<file path="src/rtl/round_robin_encoder.sv">
// Round-robin 4-to-2 request encoder. It holds each grant until ack or timeout,
// and can issue back-to-back grants on ack.
module round_robin_encoder #(
    parameter int unsigned TIMEOUT = 15
) (
    input  logic clk,
    input  logic nreset,
    input  logic in0,
    input  logic in1,
    input  logic in2,
    input  logic in3,
    input  logic ack,
    output logic address0,
    output logic address1,
    output logic valid,
    output logic timeout
);

    typedef enum logic {IDLE, GRANT} mode_t;

    // cnt reaching TIMEOUT-1 on a non-ack edge means the grant has been valid TIMEOUT cycles
    localparam int unsigned TO_M1   = (TIMEOUT == 0) ? 0 : TIMEOUT - 1;
    localparam logic [3:0]  TO_LAST = TO_M1[3:0];
    localparam logic        TO_EN   = (TIMEOUT != 0);

    mode_t       r_mode, w_mode_nxt;
    logic [1:0]  r_ptr, w_ptr_nxt;
    logic [1:0]  r_addr, w_addr_nxt;
    logic [3:0]  r_cnt, w_cnt_nxt;
    logic        r_valid, w_valid_nxt;
    logic        r_timeout, w_timeout_nxt;
    logic [3:0]  w_req;
    logic [1:0]  w_ptr_inc;

    assign w_req     = {in3, in2, in1, in0};
    assign w_ptr_inc = r_addr + 2'd1;

    // First asserted line scanning ptr, ptr+1, ptr+2, ptr+3 (mod 4)
    function automatic logic [1:0] pick(input logic [3:0] req, input logic [1:0] ptr);
        logic [1:0] idx;
        pick = ptr;
        for (int k = 3; k >= 0; k--) begin
            idx = ptr + 2'(k);
            if (req[idx]) pick = idx;
        end
    endfunction

    always_comb begin
        w_mode_nxt    = r_mode;
        w_ptr_nxt     = r_ptr;
        w_addr_nxt    = r_addr;
        w_cnt_nxt     = r_cnt;
        w_valid_nxt   = r_valid;
        w_timeout_nxt = 1'b0;
        case (r_mode)
            IDLE: begin
                w_valid_nxt = 1'b0;
                if (|w_req) begin
                    w_addr_nxt  = pick(w_req, r_ptr);
                    w_valid_nxt = 1'b1;
                    w_cnt_nxt   = 4'd0;
                    w_mode_nxt  = GRANT;
                end
            end
            GRANT: begin
                if (ack) begin
                    w_ptr_nxt = w_ptr_inc;
                    if (|w_req) begin
                        w_addr_nxt = pick(w_req, w_ptr_inc);
                        w_cnt_nxt  = 4'd0;
                    end else begin
                        w_valid_nxt = 1'b0;
                        w_mode_nxt  = IDLE;
                    end
                end else if (TO_EN && r_cnt == TO_LAST) begin
                    w_valid_nxt   = 1'b0;
                    w_timeout_nxt = 1'b1;
                    w_ptr_nxt     = w_ptr_inc;
                    w_mode_nxt    = IDLE;
                end else if (r_cnt != 4'hF) begin
                    w_cnt_nxt = r_cnt + 4'd1;
                end
            end
            default: w_mode_nxt = IDLE;
        endcase
    end

    always_ff @(posedge clk or negedge nreset) begin
        if (!nreset) begin
            r_mode    <= IDLE;
            r_ptr     <= 2'd0;
            r_addr    <= 2'd0;
            r_cnt     <= 4'd0;
            r_valid   <= 1'b0;
            r_timeout <= 1'b0;
        end else begin
            r_mode    <= w_mode_nxt;
            r_ptr     <= w_ptr_nxt;
            r_addr    <= w_addr_nxt;
            r_cnt     <= w_cnt_nxt;
            r_valid   <= w_valid_nxt;
            r_timeout <= w_timeout_nxt;
        end
    end

    assign address0 = r_addr[0];
    assign address1 = r_addr[1];
    assign valid    = r_valid;
    assign timeout  = r_timeout;

endmodule

</file>
<file path="config.mk">
export PLATFORM = sky130hd
export DESIGN_NAME = round_robin_encoder
export DESIGN_NICKNAME = d
export VERILOG_FILES = /design/src/rtl/round_robin_encoder.sv
export SDC_FILE = /design/constraint.sdc
export NUM_CORES = 1
export LEC_CHECK = 0
export ABC_AREA = 1
export ABC_CLOCK_PERIOD_IN_PS = 1420
export BUFFER_PORTS_ARGS = -buffer_cell sky130_fd_sc_hd__buf_2
export CAP_MARGIN = 20
export CORE_AREA = 2 2 64 66
export DETAILED_ROUTE_END_ITERATION = 6
export DIE_AREA = 0 0 66 68
export GPL_TIMING_DRIVEN = 0
export SLEW_MARGIN = 15
export SYNTH_ARGS = -nofsm -noshare
export SYNTH_HDL_FRONTEND = slang
export SYNTH_SLANG_ARGS = --single-unit
</file>
<file path="constraint.sdc">
create_clock -name clk -period 1.42 [get_ports clk]
set_input_delay 0.071 -clock clk [delete_from_list [all_inputs] [get_ports clk]]
set_output_delay 0.071 -clock clk [all_outputs]
set_load 0.01 [all_outputs]
</file>
==> results of run 1 <==
-- final timing paths --
| check | from | endpoint | cells past startpoint | slack [ps] |
|---|---|---|---|---|
| worst max-delay path | r_ptr[0] | r_addr[0] | 11 | 6 |
| worst min-delay path | ack | timeout | 4 | 180 |
| worst max register to register | r_ptr[0] | r_addr[0] | 11 | 6 |
| worst min register to register | valid | valid | 2 | 500 |
| max in group asynchronous | nreset | r_mode | 2 | 970 |
| min in group asynchronous | nreset | r_cnt[3] | 2 | 220 |
-- cell usage after synthesis, drive strengths merged --
library cell   n  share of area [%]
inv           24                8.9
a32oi          1               0.80
nand3         18                9.1
ha             2                2.3
o21ai          9                4.4
clkinv         1               0.34
dfrtp         11                 25
or2            1               0.57
o211ai         1                1.1
nand2         87                 36
a31oi          2                1.1
nor2           8                3.9
a21oi          6                3.8
nand4          1               0.57
buf            2                1.7
a41oi          1               0.80
-- through the flow --
step	cell area [um2]	setup WS [ps]	util [%]	hold slack, ps	instances
6_report	1420	5.88	36.9	180	250
5_1_grt	1420	-103	36.9	204	250
4_1_cts	1280	4.54	33.1	166	241
3_5_place_dp	1210	-44.6	31.4	-43.0	235
3_3_place_gp	1210	-26.7	31.4	-44.3	235
2_1_floorplan	1100	65.5	-	-225	175
-- critical path, cell delays in order (launching register included) --
cell      delay [ps]
dfrtp_1          420
inv_2            160
nand2_1          130
nand3_2           80
nand2_1           50
clkinv_1          40
nand2_1           60
nand2_2           90
nand2_2           50
nand2_2           60
nand3_2           70
a21oi_2          140
-- final cells by class --
| cell class | count | area, um2 |
|---|---|---|
| fillers | 437 | 2430 |
| multi-input cells | 137 | 774 |
| flip-flops and latches | 11 | 278 |
| repair buffers | 21 | 140 |
| inverters | 25 | 101 |
| well taps | 50 | 62.6 |
| clock buffers | 4 | 45.0 |
| plain buffers | 2 | 22.5 |
-- flip-flops by register name (all words and copies together) (netlist names) --
signal,cells
timeout,1
valid,1
r_ptr,2
r_cnt,4
r_addr,2
r_mode,1
-- logic make-up (layout without fill, tap and decap cells) --
| family | Yosys count | count (layout) | synth area share, % |
|---|---|---|---|
| AO/OA/AOI/OAI | 20 | 20 | 12.1 |
| adder cells (fa/ha/maj) | 2 | 2 | 2.27 |
| AND/OR/NAND/NOR | 115 | 115 | 49.7 |
| flip-flops | 11 | 11 | 25.0 |
| buffers and inverters | 27 | 52 | 10.9 |
-- per-layer routing --
metal / vias to the layer above / track usage [%] / part of all wire (%)
li1: 603 / - / -
met1: 511 / 14.3 / 49
met3: 5 / 0.987 / 2.3
met2: 13 / 21.3 / 47
met4: 0 / 5.36 / 1.5
met5: - / 0 / 0
-- layout by cell type (no fill, tap or decap), types with 6 or more instances in the layout --
| cell | n |
|---|---|
| inv_2 | 7 |
| nand2_2 | 24 |
| buf_4 | 7 |
| nand2_1 | 58 |
| inv_1 | 16 |
| o21ai_0 | 6 |
| buf_2 | 11 |
| dfrtp_1 | 9 |
| nand3_2 | 6 |
| nand3_1 | 12 |
-- report_power, final --
part | leakage (nW) | switching (mW) | internal [mW] | total, mW
logic | 0.603 | 1.23 | 0.796 | 2.03
registers | 0.135 | 0.110 | 0.408 | 0.518
clock network | 0.0228 | 0.119 | 0.197 | 0.316
total | 0.761 | 1.46 | 1.40 | 2.86
-- repair_timing --
action,CTS,global route
pin swaps,1,10
hold endpoints to repair,11,0
gates resized for setup,1,27
endpoints found under the setup margin,2,6
gates cloned,0,2
hold buffers,1,0
buffers inserted,1,7
==> metrics.md, run 1 <==
| Metric | Value |
|---|---|
| HP Class | `input pin to flip-flop` |
| Post-Route WL | `2780 um` |
| Max-slew violations | `0` |
| Worst-path maximum fanout | `6` |
| Minimum clock period | `1410 ps` |
| Syn_area_per_cell | `6.28 um2` |
| Max Cap Violations | `0` |
| Core area | `0.00386 mm2` |
| Max Clock Skew | `2.75 ps` |
| Crit Path Class | `flip-flop to flip-flop` |
| Seq/Total Area, Yosys | `25.0%` |
| First-pass GRT wire length | `4130 um` |
| Crit end category | `flip-flop` |
| Cts bufs inserted | `3` |
| CTS clk-pin slew, worst paths | `50 ps` |
| Crit path DAT | `1590 ps` |
| Post-Synthesis Cells | `175` |
| Total power per unit cell area | `2010 mW/mm2` |
| Worst-case clock buffer depth | `2` |
| Critical Path Start Type | `flip-flop` |
| GR Util All Layers | `11.8%` |
| 1st-iter DRT viols | `93` |
| Post-layout nets | `210` |
| RSZ-0062 raised after global routing | `yes` |
| Layout area overhead | `29.5%` |
| Width of the die | `66 um` |
| Final period util | `99.6%` |
| Distinct cells, synth | `27` |
| Grt total ovfl | `0` |
| Ys Warns | `0` |
| CP Data Required Time | `1590 ps` |
| Antenna-violating nets left | `0` |
| Largest net degree at the start of global routing | `12` |
| Setup_tns | `0 ps` |
| Clock sink total | `11` |
| H-tree depth | `1` |
| Share of cells above drive strength 1 | `40.5%` |
| Root buf cell | `clkbuf_8` |
| Synth Cell Area | `0.00110 mm2` |
| Initial antenna violation count | `0` |
| Drt wl/cell | `11.1 um` |
| CTS tree | `done` |
| Setup violations, final | `0` |
| Antenna diodes | `0` |
| Syn_nets | `184` |
| Total power | `2.86 mW` |
| Starting Density | `28.5%` |
| DIE HEIGHT | `68 um` |
| Slew HR | `82.8%` |
| Post-detail-place hpwl | `1870 um` |
| Fin. Hold Viols | `0` |
| Ports | `11` |
| FF+latch count, synth | `11` |
| Maximum clock frequency | `0.707 GHz` |
| Status | `completed` |
| Max VDD drop | `0.000711 V` |
| Vias/cell | `4.53` |
| GP Congestion | `0.859` |
| Via count | `1132` |
| Drt pass-1 iters | `4` |
| Clock latency on the worst-skew pair | `240 ps` |
| Drt drc | `0` |
| Slew @ Worst Pin | `258 ps` |
| LEAKAGE | `0.761 nW` |
| Vias in the first global route | `966` |
| Die ar. | `0.00449 mm2` |
| FP Rows | `23` |
| Buffers on Ports | `10` |
Power figures use the tool's default switching activity.
==> inputs of run 2 (changes only) <==
--- a/config.mk
+++ b/config.mk
@@ -13,6 +13,7 @@
 export DETAILED_ROUTE_END_ITERATION = 6
 export DIE_AREA = 0 0 66 68
 export GPL_TIMING_DRIVEN = 0
+export SETUP_SLACK_MARGIN = 0.5
 export SLEW_MARGIN = 15
 export SYNTH_ARGS = -nofsm -noshare
 export SYNTH_HDL_FRONTEND = slang
==> metrics.md, run 2 (same netlist as run 1, synthesis figures left out) <==
| Metric | Value |
|---|---|
| Status | `completed` |
| Setup violations, final | `0` |
| CTS tree | `done` |
| Critical Path Start Type | `flip-flop` |
| Max-slew violations | `0` |
| Starting Density | `28.5%` |
| Grt total ovfl | `0` |
| Largest net degree at the start of global routing | `12` |
| Ports | `11` |
| Minimum clock period | `1420 ps` |
| Clock latency on the worst-skew pair | `240 ps` |
| Cts bufs inserted | `3` |
| Post-detail-place hpwl | `1910 um` |
| Share of cells above drive strength 1 | `46.4%` |
| Worst-path maximum fanout | `6` |
| Reg with most FFs | `r_cnt` |
| LEAKAGE | `0.826 nW` |
| RSZ-0062 raised after global routing | `yes` |
| Drt pass-1 iters | `4` |
| Slew @ Worst Pin | `262 ps` |
| Die ar. | `0.00449 mm2` |
| R2R cell count | `10` |
| Setup_tns | `0 ps` |
| Delay-heaviest family, CP | `flip-flops` |
| CP Data Required Time | `1590 ps` |
| Drt drc | `0` |
| Most frequent cells in the layout | `nand2_1 (58), nand2_2 (19), inv_1 (14), buf_4 (13), nand3_1 (12)` |
| Layout area overhead | `43.8%` |
| Initial antenna violation count | `0` |
| Root buf cell | `clkbuf_8` |
| Via count | `1166` |
| CTS clk-pin slew, worst paths | `50 ps` |
| Leading cell type in the layout, fill and taps excluded | `nand2_1` |
| Crit end category | `flip-flop` |
| FP Rows | `23` |
| Largest regs | `r_cnt (4), r_addr (2), r_ptr (2)` |
| Instance count on the critical path | `10` |
| Total power per unit cell area | `1890 mW/mm2` |
| Worst-case clock buffer depth | `2` |
| Max Clock Skew | `1.30 ps` |
| Slowest cell on the critical path | `dfrtp_1` |
| Slowest stage delay, CP | `410 ps` |
| First-pass GRT wire length | `5000 um` |
| RR Endpoint | `r_addr[0]` |
| Slew HR | `82.5%` |
| Width of the die | `66 um` |
| Fillers | `410` |
| Post-Route WL | `2920 um` |
| Core area | `0.00386 mm2` |
| Crit Path Class | `flip-flop to flip-flop` |
| Clock sink total | `11` |
| Buf/Inv on CP | `3` |
| HP Class | `input pin to flip-flop` |
| H-tree depth | `1` |
| Vias in the first global route | `1140` |
| Max VDD drop | `0.000695 V` |
| Post-layout nets | `219` |
| Origin of the critical flop-to-flop path | `r_addr[0]` |
| GR Util All Layers | `14.4%` |
| Vias/cell | `4.50` |
| Final period util | `99.9%` |
| DIE HEIGHT | `68 um` |
| Worst Setup EP | `r_addr[0]` |
| Post-Place Setup Slack | `-52.8 ps` |
| Antenna-violating nets left | `0` |
| Max Cap Violations | `0` |
| GP Congestion | `0.857` |
| Drt wl/cell | `11.3 um` |
| Buffers on Ports | `10` |
| Antenna diodes | `0` |
| Worst Setup SP | `r_addr[0]` |
| Setup slack, reg-to-reg | `2 ps` |
| Max FFs per register | `4` |
| Maximum clock frequency | `0.705 GHz` |
| Critical-path cell list | `buf_6, inv_8, nand2_2, nand3_2, o21ai_4, inv_2, nand2_2, a21oi_2, nor2_2, a21oi_2` |
| Final WS setup | `1.67 ps` |
| Crit path DAT | `1590 ps` |
| Fin. Hold Viols | `0` |
| 1st-iter DRT viols | `86` |
[run 2: worst min path at each step]
stage,startpoint,end,depth (start not counted)
final,ack,timeout,4
after global routing,ack,timeout,4
after floorplan,nreset,r_addr[0],0
after global placement,nreset,r_cnt[2],1
after detailed placement,nreset,r_cnt[3],1
after CTS,ack,timeout,4
[run 2: final cells by class]
cell class / count / area, um2 / share of cell area [%]
tap: 50 / 62.6 / 3.96
multi-input combinational: 137 / 843 / 53.3
timing repair inverter: 1 / 8.76 / 0.554
timing repair buffer: 29 / 218 / 13.8
buffer: 2 / 18.8 / 1.19
sequential: 11 / 279 / 17.6
clock buffer: 4 / 45.0 / 2.85
inverter: 25 / 106 / 6.72
[run 2: routing by layer]
metal  up-vias  track usage (%)  wire, um
li1        623                -         -
met1       520             18.6      1330
met2        20             25.3      1450
met3         3             1.32        99
met4         0             4.85        36
met5         -                0         0
[run 2: power breakdown]
group          total, mW  internal [mW]  switching (mW)
Clock              0.314          0.197           0.117
Sequential         0.534          0.412           0.123
Combinational       2.14          0.877            1.27
[run 2: worst min-delay path, delay by kind of cell]
family        cells  cell delay [ps]
buf+inv           2              250
simple gates      2              100
[run 2: stage by stage]
stage | util, % | instances | power, mW | area [um2] | hold WS (ps)
6_report | 41.0 | 259 | 2.99 | 1580 | 211
5_1_grt | 41.0 | 259 | 3.30 | 1580 | 225
3_5_place_dp | 31.6 | 235 | 2.22 | 1220 | -44.4
3_3_place_gp | 31.6 | 235 | 2.20 | 1220 | -44.4
2_1_floorplan | - | 175 | 1.91 | 1110 | -225
4_1_cts | 37.4 | 254 | 2.77 | 1440 | 157
[run 2: timing repair]
action,in CTS,in global routing
gates cloned,2,0
endpoints found under the hold margin,11,0
resized for setup,20,28
pin swaps,5,5
hold buffers,1,0
setup buffers,12,5
endpoints found under the setup margin,12,12
